--- src/rtl/seg7_scan_ctrl_if.sv ---
// seg7_scan_ctrl_if: load/data bus and display drive lines of the seven-segment scan controller.
interface seg7_scan_ctrl_if;
   logic        load;
   logic [15:0] data_in;
   logic [3:0]  dp_in;
   logic [3:0]  digit_en;
   logic [3:0]  hex;
   logic        le;
   logic        point;
   logic [3:0]  an;
   logic        pending;
   logic        frame_tick;
   modport master (output load, data_in, dp_in, digit_en,
                   input  hex, le, point, an, pending, frame_tick);
   modport slave  (input  load, data_in, dp_in, digit_en,
                   output hex, le, point, an, pending, frame_tick);
endinterface

--- src/rtl/seg7_scan_ctrl.sv ---
// seg7_scan_ctrl: 4-digit common-anode scan controller with per-slot dead-time blanking
// and double-buffered display data committed at frame boundaries.
module seg7_scan_ctrl #(
   parameter int SCAN_DIV  = 50000,
   parameter int BLANK_CYC = 16
) (
   input logic clk,
   input logic rst_n,
   seg7_scan_ctrl_if.slave bus
);
   localparam int CW = $clog2(SCAN_DIV);
   localparam logic [CW-1:0] LAST  = CW'(SCAN_DIV - 1);
   localparam logic [CW-1:0] BLANK = CW'(BLANK_CYC);
   logic [CW-1:0] cnt, cnt_n;
   logic [1:0]    idx, idx_n;
   logic [15:0]   act_data, act_data_n, sh_data;
   logic [3:0]    act_dp, act_dp_n, act_en, act_en_n, sh_dp, sh_en;
   logic          pending, pending_n, commit, off;
   assign bus.pending = pending;
   // Outputs are decoded from next-state values so they register in step with cnt/idx.
   always_comb begin
      commit     = idx == 2'd3 && cnt == LAST;
      cnt_n      = cnt == LAST ? '0 : cnt + 1'b1;
      idx_n      = cnt == LAST ? idx + 2'd1 : idx;
      act_data_n = !commit ? act_data : bus.load ? bus.data_in  : pending ? sh_data : act_data;
      act_dp_n   = !commit ? act_dp   : bus.load ? bus.dp_in    : pending ? sh_dp   : act_dp;
      act_en_n   = !commit ? act_en   : bus.load ? bus.digit_en : pending ? sh_en   : act_en;
      pending_n  = bus.load ? !commit : commit ? 1'b0 : pending;
      off        = cnt_n < BLANK || !act_en_n[idx_n];
   end
   always_ff @(posedge clk or negedge rst_n) begin
      if (!rst_n) begin
         cnt            <= '0;
         idx            <= '0;
         act_data       <= '0;
         act_dp         <= '0;
         act_en         <= '0;
         sh_data        <= '0;
         sh_dp          <= '0;
         sh_en          <= '0;
         pending        <= 1'b0;
         bus.an         <= 4'hF;
         bus.le         <= 1'b1;
         bus.point      <= 1'b0;
         bus.hex        <= 4'h0;
         bus.frame_tick <= 1'b0;
      end else begin
         cnt            <= cnt_n;
         idx            <= idx_n;
         act_data       <= act_data_n;
         act_dp         <= act_dp_n;
         act_en         <= act_en_n;
         if (bus.load) begin
            sh_data <= bus.data_in;
            sh_dp   <= bus.dp_in;
            sh_en   <= bus.digit_en;
         end
         pending        <= pending_n;
         bus.an         <= off ? 4'hF : ~(4'b0001 << idx_n);
         bus.le         <= off;
         bus.point      <= off ? 1'b0 : act_dp_n[idx_n];
         bus.hex        <= act_data_n[idx_n*4 +: 4];
         bus.frame_tick <= commit;
      end
   end
endmodule
--- src/flat_wrapper.sv ---
// flat-port wrapper written by rule: the top's interface ports become plain ports
module seg7_scan_ctrl_flat 
#(
   parameter int SCAN_DIV  = 50000,
   parameter int BLANK_CYC = 16
)
  (clk, rst_n, bus_load, bus_data_in, bus_dp_in, bus_digit_en, bus_hex, bus_le, bus_point, bus_an, bus_pending, bus_frame_tick);
  seg7_scan_ctrl_if bus_i ();
  input logic clk;
  input logic rst_n;
  input wire logic [$bits(bus_i.load)-1:0] bus_load;
  input wire logic [$bits(bus_i.data_in)-1:0] bus_data_in;
  input wire logic [$bits(bus_i.dp_in)-1:0] bus_dp_in;
  input wire logic [$bits(bus_i.digit_en)-1:0] bus_digit_en;
  output wire logic [$bits(bus_i.hex)-1:0] bus_hex;
  output wire logic [$bits(bus_i.le)-1:0] bus_le;
  output wire logic [$bits(bus_i.point)-1:0] bus_point;
  output wire logic [$bits(bus_i.an)-1:0] bus_an;
  output wire logic [$bits(bus_i.pending)-1:0] bus_pending;
  output wire logic [$bits(bus_i.frame_tick)-1:0] bus_frame_tick;
  assign bus_i.load = bus_load;
  assign bus_i.data_in = bus_data_in;
  assign bus_i.dp_in = bus_dp_in;
  assign bus_i.digit_en = bus_digit_en;
  assign bus_hex = bus_i.hex;
  assign bus_le = bus_i.le;
  assign bus_point = bus_i.point;
  assign bus_an = bus_i.an;
  assign bus_pending = bus_i.pending;
  assign bus_frame_tick = bus_i.frame_tick;
  seg7_scan_ctrl #(.SCAN_DIV(SCAN_DIV), .BLANK_CYC(BLANK_CYC)) u_core (.clk(clk), .rst_n(rst_n), .bus(bus_i));
endmodule
--- config.mk ---
export PLATFORM = sky130hd
export DESIGN_NAME = seg7_scan_ctrl_flat
export DESIGN_NICKNAME = d
export VERILOG_FILES = /design/src/rtl/seg7_scan_ctrl_if.sv /design/src/rtl/seg7_scan_ctrl.sv /design/src/flat_wrapper.sv
export SDC_FILE = /design/constraint.sdc
export NUM_CORES = 1
export LEC_CHECK = 0
export ABC_CLOCK_PERIOD_IN_PS = 2500
export CAP_MARGIN = 30
export CORE_UTILIZATION = 35
export CTS_CLUSTER_DIAMETER = 40
export DETAILED_ROUTE_END_ITERATION = 8
export PLACE_DENSITY = 0.6
export SLEW_MARGIN = 0
export SYNTH_ARGS = -nofsm -noshare
export SYNTH_HDL_FRONTEND = slang
export SYNTH_SLANG_ARGS = --single-unit
--- constraint.sdc ---
create_clock -name clk -period 2.5 [get_ports clk]
set_clock_uncertainty 0.1 [all_clocks]
set_input_delay 0.25 -clock clk [delete_from_list [all_inputs] [get_ports clk]]
set_output_delay 0.25 -clock clk [all_outputs]
set_load 0.05 [all_outputs]
==> reports/metrics.cfg, run 1 <==
[global_route]
grt_pass1_vias = 2595
grt_max_degree = 49
antenna_found_initial = 0
grt_usage_pct = 16.01
grt-ovfl-total = 0
grt_pass1_wl_mm = 12.65

[die]
die_h_um = 102.0
die_area_sq_um = 10400
num_rows = 36
core_sq_um = 9729
num_io_pins = 39
die_w_um = 102.0
initial_core_util_pct = 35.94

[place]
dp_hpwl_mm = 5.360
gp_congestion = 0.9107
placed_cell_area_sq_um = 4398
io_buffers = 38
placed_cells = 502

[power]
power_density_nw_per_um2 = 502.1
irDropWorstVdd_uv = 217.4
switchingPower_uw = 607.2
p_seq_share_pct = 55.3
p_leak_uw = 0.002190
p_int_uw = 1794
p_comb_share_pct = 7.7
pwr-share-clk_pct = 36.9
p_sw_share_pct = 25.29

[clock_tree]
cts_root_buf = clkbuf_8
clock_latency_ns = 0.35
clk_pin_slew_ns = 0.09
cts_tree = built
numClockSinks = 78
numCtsBuffers = 9
clockBufferDepth = 2
cts_max_level = 3

[detailed_routing]
vias = 2545
drc_errors = 0
route.antenna.remaining_nets = 0
viasPerCell = 4.829
drt_iter0_drc = 94
drt-total-wl_mm = 7.663
first_pass_iters = 4
routedWlPerCell_um = 14.54

[worst_setup_path]
cpMaxStageDelayCell = or4_1
ff2ff_setup_slack_ns = 0.008
crit_family = simple AND/OR/NAND/NOR gates
path_cells = ha_4, nand4_1, buf_4, buf_4, o21ai_0, mux2_2, nor4_1, a221o_1, or4_1
cp_common_cell = buf_4
r2r_cells = 9
rr_endpoint = u_core.bus.an[2]$_DFF_PN1_
path_class = reg2reg
worst-path-stages = 9
crit_buf_inv = 2
max_stage_delay_ns = 0.48
crit_fanout = 4
cp.arrival_ns = 2.66
start_kind = flop
r2r_start = u_core.cnt[1]$_DFF_PN0_
worstPathRequired_ns = 2.66
cp-end-kind = flop

[final_layout]
area_growth_pct = 36.74
stdcell_count = 527
finalNetCount = 418
final_area_sq_um = 4782
final_layout_size_suffix_gt1_share_pct = 34.26
n_antenna_cell = 0

[synthesis]
synth_area_sq_um = 3497
yosys_register_bits = 78
syn_avg_cell_area_sq_um = 11.89
synth_edf_count = 0
ys_warn_count = 0
synth_ff_type = dfrtp_1
yosysUniqueCellTypes = 50
syn_nets = 323
synth_seq_area_share_pct = 55.99
async_reset_ff_share_pct = 100.0
synth_cells = 294

[flow_run]
cap_violations = 0

[timing]
worst_slew_pin_slew_ns = 0.6100
grt_setup_unrepaired = true
whs_ns = 0.3445
relSlewSlack_pct = 59.33
fmax_mhz = 401.2
finalHoldViolCount = 0
layout_min_cycle_time_ns = 2.492
slew_violations = 0
fin_crit_sh_pct = 99.70
setup_viol = 0

[outcome]
status = complete, no violations

[worst_hold_path]
hold_path_class = in2async

==> Yosys cell counts, types with 2 or more instances <==
cell type	number	area [sq um]
or4_1	3	22.52
xor2_1	5	43.79
buf_2	8	40.04
nand3_1	9	45.04
nor3b_1	2	15.01
nor4_1	7	43.79
a31oi_1	6	37.54
nand3b_1	2	15.01
a21o_1	3	22.52
nor3_1	3	15.01
nand4_1	7	43.79
a22o_1	2	17.52
and4_1	3	26.28
xnor2_1	9	78.83
ha_1	2	25.02
o31a_1	2	17.52
mux2_2	23	259.0
clkbuf_1	7	26.28
mux2i_1	8	80.08
mux2_1	6	67.56
nand2_1	38	142.6
inv_1	11	41.29
dfrtp_1	73	1827
mux4_2	5	112.6
and3_1	2	12.51
dfstp_2	5	131.4
o21ai_0	2	10.01
nor2_1	19	71.32
==> cells by family (layout without fill, tap and decap cells) <==
kind of cell | count (synthesis) | after routing | share of synthesized area, %
multiplexers | 42 | 42 | 14.85
buffers and inverters | 27 | 127 | 3.184
adder cells (fa/ha/maj) | 2 | 2 | 0.7154
AO/OA/AOI/OAI | 26 | 26 | 5.618
XOR/XNOR | 14 | 14 | 3.506
flip-flops | 78 | 78 | 55.99
AND/OR/NAND/NOR | 105 | 105 | 16.14
==> power by group through the flow <==
stage | combinational, uW | sequential [uW] | clock [uW]
floorplan | 77.7 | 1360 | 0
global placement | 184 | 1350 | 0
detailed placement | 187 | 1350 | 0
CTS | 191 | 1330 | 920
global route | 207 | 1330 | 980
finish | 186 | 1330 | 887
==> registers in the layout, indices dropped and copies added (netlist names) <==
register,count
u_core.act_data,16
u_core.bus.point,1
u_core.bus.an,4
u_core.cnt,16
u_core.sh_data,16
u_core.bus.frame_tick,1
u_core.act_dp,4
u_core.bus.hex,4
u_core.act_en,4
u_core.sh_en,4
u_core.idx,2
u_core.bus.le,1
u_core.sh_dp,4
u_core.bus.pending,1
==> cell type report <==
cell class	instances	area, sq um
Tap cell	133	166.4
Timing Repair Buffer	99	850.8
Inverter	12	45.04
Multi-Input combinational cell	189	1573
Sequential cell	78	1962
Clock inverter	7	61.31
Clock buffer	9	123.9
Fill cell	906	4947
==> routing by layer <==
metal	global-route usage [%]	share of wire, %	vias to the layer above
met4	7.582	1.4	0
met3	2.804	3.3	9
li1	-	-	1238
met1	22.77	49	1252
met5	0	0	-
met2	23.75	46	46
==> cells in the final DEF, fill, tap and decap left out, drive strengths merged, types with 2 or more instances in the layout <==
master | netlist | final
xor2 | 5 | 5
clkinvlp | 0 | 2
xnor2 | 9 | 9
nor3 | 4 | 4
or2 | 2 | 2
and3 | 2 | 2
nand2 | 38 | 38
nand4 | 8 | 8
nor2 | 19 | 19
a31oi | 6 | 6
dfrtp | 73 | 73
o21ai | 2 | 2
nand3b | 2 | 2
nor3b | 2 | 2
a21o | 3 | 3
or4 | 3 | 3
clkdlybuf4s50 | 0 | 37
a22o | 2 | 2
ha | 2 | 2
and4 | 3 | 3
nand3 | 9 | 9
inv | 12 | 17
mux2 | 29 | 29
o31a | 2 | 2
clkbuf | 7 | 9
nor4 | 7 | 7
buf | 8 | 61
mux2i | 8 | 8
dfstp | 5 | 5
mux4 | 5 | 5
==> through the flow <==
stage | setup WS, ns | util (%) | power, uW | setup TNS [ns]
floorplan | -0.03826 | - | 1433 | -0.05402
global placement | -0.04705 | 45.20 | 1535 | -0.09913
detailed placement | -0.1520 | 45.20 | 1541 | -0.7300
CTS | 0.0002431 | 48.35 | 2439 | 0
global route | -0.08115 | 49.15 | 2521 | -0.2862
finish | 0.007556 | 49.15 | 2401 | 0
==> how the worst max path moves through the flow <==
stage                                   startpoint                         end  slack [ns]
after floorplan            u_core.cnt[1]$_DFF_PN0_  u_core.bus.point$_DFF_PN0_       -0.04
after global placement    u_core.cnt[11]$_DFF_PN0_  u_core.bus.an[2]$_DFF_PN1_       -0.05
after detailed placement  u_core.cnt[11]$_DFF_PN0_  u_core.bus.an[2]$_DFF_PN1_       -0.15
after CTS                  u_core.cnt[1]$_DFF_PN0_  u_core.bus.an[2]$_DFF_PN1_      0.0002
after global routing       u_core.cnt[1]$_DFF_PN0_  u_core.bus.an[2]$_DFF_PN1_       -0.08
final                      u_core.cnt[1]$_DFF_PN0_  u_core.bus.an[2]$_DFF_PN1_       0.008
==> repair_timing <==
action,in CTS,in global routing
pin swaps,8,4
hold buffers,1,0
endpoints found under the setup margin,6,6
gates resized for setup,13,11
setup buffers,6,2
endpoints found under the hold margin,43,0
Power figures use the tool's default switching activity.
==> run 2: changes to the inputs <==
- CORE_UTILIZATION: 35 -> 45
- PLACE_DENSITY: 0.6 -> 0.73
==> reports/metrics.cfg, run 2 (same netlist as run 1, synthesis figures left out) <==
[final_layout]
finalNetCount = 412  ; was 418
post-route-util_pct = 63.68  ; was 49.15%
n_fill_cell = 564  ; was 906
multi_input_area_sq_um = 1543  ; was 1573 sq um
regArea_sq_um = 1959  ; was 1962 sq um
reg_top3 = u_core.act_data x16, u_core.cnt x16, u_core.sh_data x16  ; unchanged
area_growth_pct = 34.20  ; was 36.74%
final_layout_size_suffix_gt1_share_pct = 32.99  ; was 34.26%
final_cell_mix = dfrtp_1 (72), buf_4 (51), nand2_1 (38)  ; was dfrtp_1 (70), buf_4 (60), nand2_1 (38)
stdcell_count = 487  ; was 527
final_common_cell = dfrtp_1  ; unchanged
n_antenna_cell = 0  ; unchanged

[timing]
setup_viol = 3  ; was 0
whs_ns = 0.3318  ; was 0.3445 ns
finalWorstSetupSlack_ns = -0.01855  ; was 0.007556 ns
slew_violations = 0  ; unchanged
grt_setup_unrepaired = true  ; unchanged
fmax_mhz = 397.1  ; was 401.2 MHz
layout_min_cycle_time_ns = 2.519  ; was 2.492 ns
finalHoldViolCount = 0  ; unchanged
relSlewSlack_pct = 65.61  ; was 59.33%
fin_crit_sh_pct = 100.7  ; was 99.70%
worst_slew_pin_slew_ns = 0.5143  ; was 0.6100 ns

[clock_tree]
cts_tree = built  ; unchanged
clk_pin_slew_ns = 0.09  ; about the same
clockBufferDepth = 2  ; unchanged
numCtsBuffers = 9  ; unchanged
numClockSinks = 78  ; unchanged
cts_root_buf = clkbuf_8  ; unchanged
cts_max_level = 3  ; unchanged
clock_latency_ns = 0.35  ; about the same

[global_route]
grt_pass1_wl_mm = 12.31  ; was 12.65 mm
grt-ovfl-total = 0  ; unchanged
grt_pass1_vias = 2523  ; was 2595
grt_usage_pct = 19.26  ; was 16.01%
grt_max_degree = 79  ; was 49
antenna_found_initial = 0  ; unchanged

[detailed_routing]
viasPerCell = 5.236  ; was 4.829
drt-total-wl_mm = 7.464  ; was 7.663 mm
drc_errors = 0  ; unchanged
first_pass_iters = 4  ; unchanged
vias = 2550  ; was 2545
routedWlPerCell_um = 15.33  ; was 14.54 um
route.antenna.remaining_nets = 0  ; unchanged
drt_iter0_drc = 167  ; was 94

[power]
irDropWorstVdd_uv = 299.2  ; was 217.4 uV
p_leak_uw = 0.002138  ; was 0.002190 uW
power_density_nw_per_um2 = 513.9  ; was 502.1 nW/um^2

[worst_setup_path]
cp.arrival_ns = 2.70  ; was 2.66 ns
r2r_start = u_core.cnt[1]$_DFF_PN0_  ; unchanged
start_kind = flop  ; unchanged
path_class = reg2reg  ; unchanged
startpoint = u_core.cnt[1]$_DFF_PN0_  ; unchanged
cp-end-kind = flop  ; unchanged
crit_fanout = 5  ; was 4
worstPathRequired_ns = 2.68  ; was 2.66 ns

[die]
initial_core_util_pct = 47.45  ; was 35.94%
num_rows = 31  ; was 36
die_area_sq_um = 8128  ; was 10400 sq um
num_io_pins = 39  ; unchanged
die_w_um = 90.16  ; was 102.0 um
die_h_um = 90.16  ; was 102.0 um
core_sq_um = 7370  ; was 9729 sq um

[worst_hold_path]
hold_path_class = in2async  ; unchanged

[outcome]
status = finished, violations left  ; was complete, no violations
failed_checks = setup timing

[place]
io_buffers = 38  ; unchanged
gp_congestion = 0.8498  ; was 0.9107
placed_cells = 465  ; was 502
dp_hpwl_mm = 5.235  ; was 5.360 mm

[flow_run]
cap_violations = 0  ; unchanged

run 2: final timing paths:
check,to,slack (ns),depth (start not counted)
worst max-delay path,u_core.bus.an[0]$_DFF_PN1_,-0.02,7
worst min-delay path,u_core.cnt[5]$_DFF_PN0_,0.33,3
worst max register to register,u_core.bus.an[0]$_DFF_PN1_,-0.02,7
worst min register to register,u_core.act_data[12]$_DFF_PN0_,0.38,2
max in group asynchronous,u_core.bus.an[1]$_DFF_PN1_,1.59,3
min in group clk,u_core.act_data[12]$_DFF_PN0_,0.38,2
run 2: timing repair:
| item | in CTS | in global routing |
|---|---|---|
| pin swaps | 2 | 4 |
| gates resized for setup | 9 | 18 |
| hold buffers | 1 | 0 |
| hold endpoints to repair | 73 | 0 |
| setup endpoints to repair | 9 | 10 |
| setup buffers | 0 | 5 |
run 2: per-layer routing:
layer | wire (um) | track usage [%] | up-vias
li1 | - | - | 1222
met3 | 300 | 3.638 | 12
met5 | 0 | 0 | -
met4 | 135 | 7.258 | 0
met1 | 3515 | 27.40 | 1257
met2 | 3513 | 29.39 | 59
run 2: power by group:
group          internal [uW]  total [uW]  switching (uW)
clock                    383         900             518
sequential              1310        1330            15.7
combinational           95.4         182            86.4
total                   1790        2410             620
run 2: area by class of cell:
| class | instances | share of cell area [%] |
|---|---|---|
| clock buffer | 9 | 2.639 |
| clock inverter | 7 | 1.360 |
| inverter | 12 | 0.9597 |
| multi-input combinational | 189 | 32.87 |
| sequential | 78 | 41.75 |
| tap | 99 | 2.639 |
| timing repair buffer | 93 | 17.78 |
run 2: worst max-delay path, stage by stage (launching register included):
cell      delay, ns
dfrtp_1        0.42
ha_4           0.17
nand4_1        0.17
or4_4          0.59
o311ai_2       0.08
nor4_1         0.08
a221o_1        0.35
or4_4          0.49
run 2: metrics by stage:
step / power [uW] / setup TNS [ns] / cell area, sq um / setup slack, ns
global placement: 1526 / -0.008193 / 4345 / -0.006316
CTS: 2432 / -0.09882 / 4577 / -0.04066
floorplan: 1433 / -0.05402 / 3520 / -0.03826
detailed placement: 1534 / -0.4731 / 4345 / -0.1126
finish: 2412 / -0.02841 / 4693 / -0.01855
global route: 2518 / -0.3697 / 4693 / -0.1294
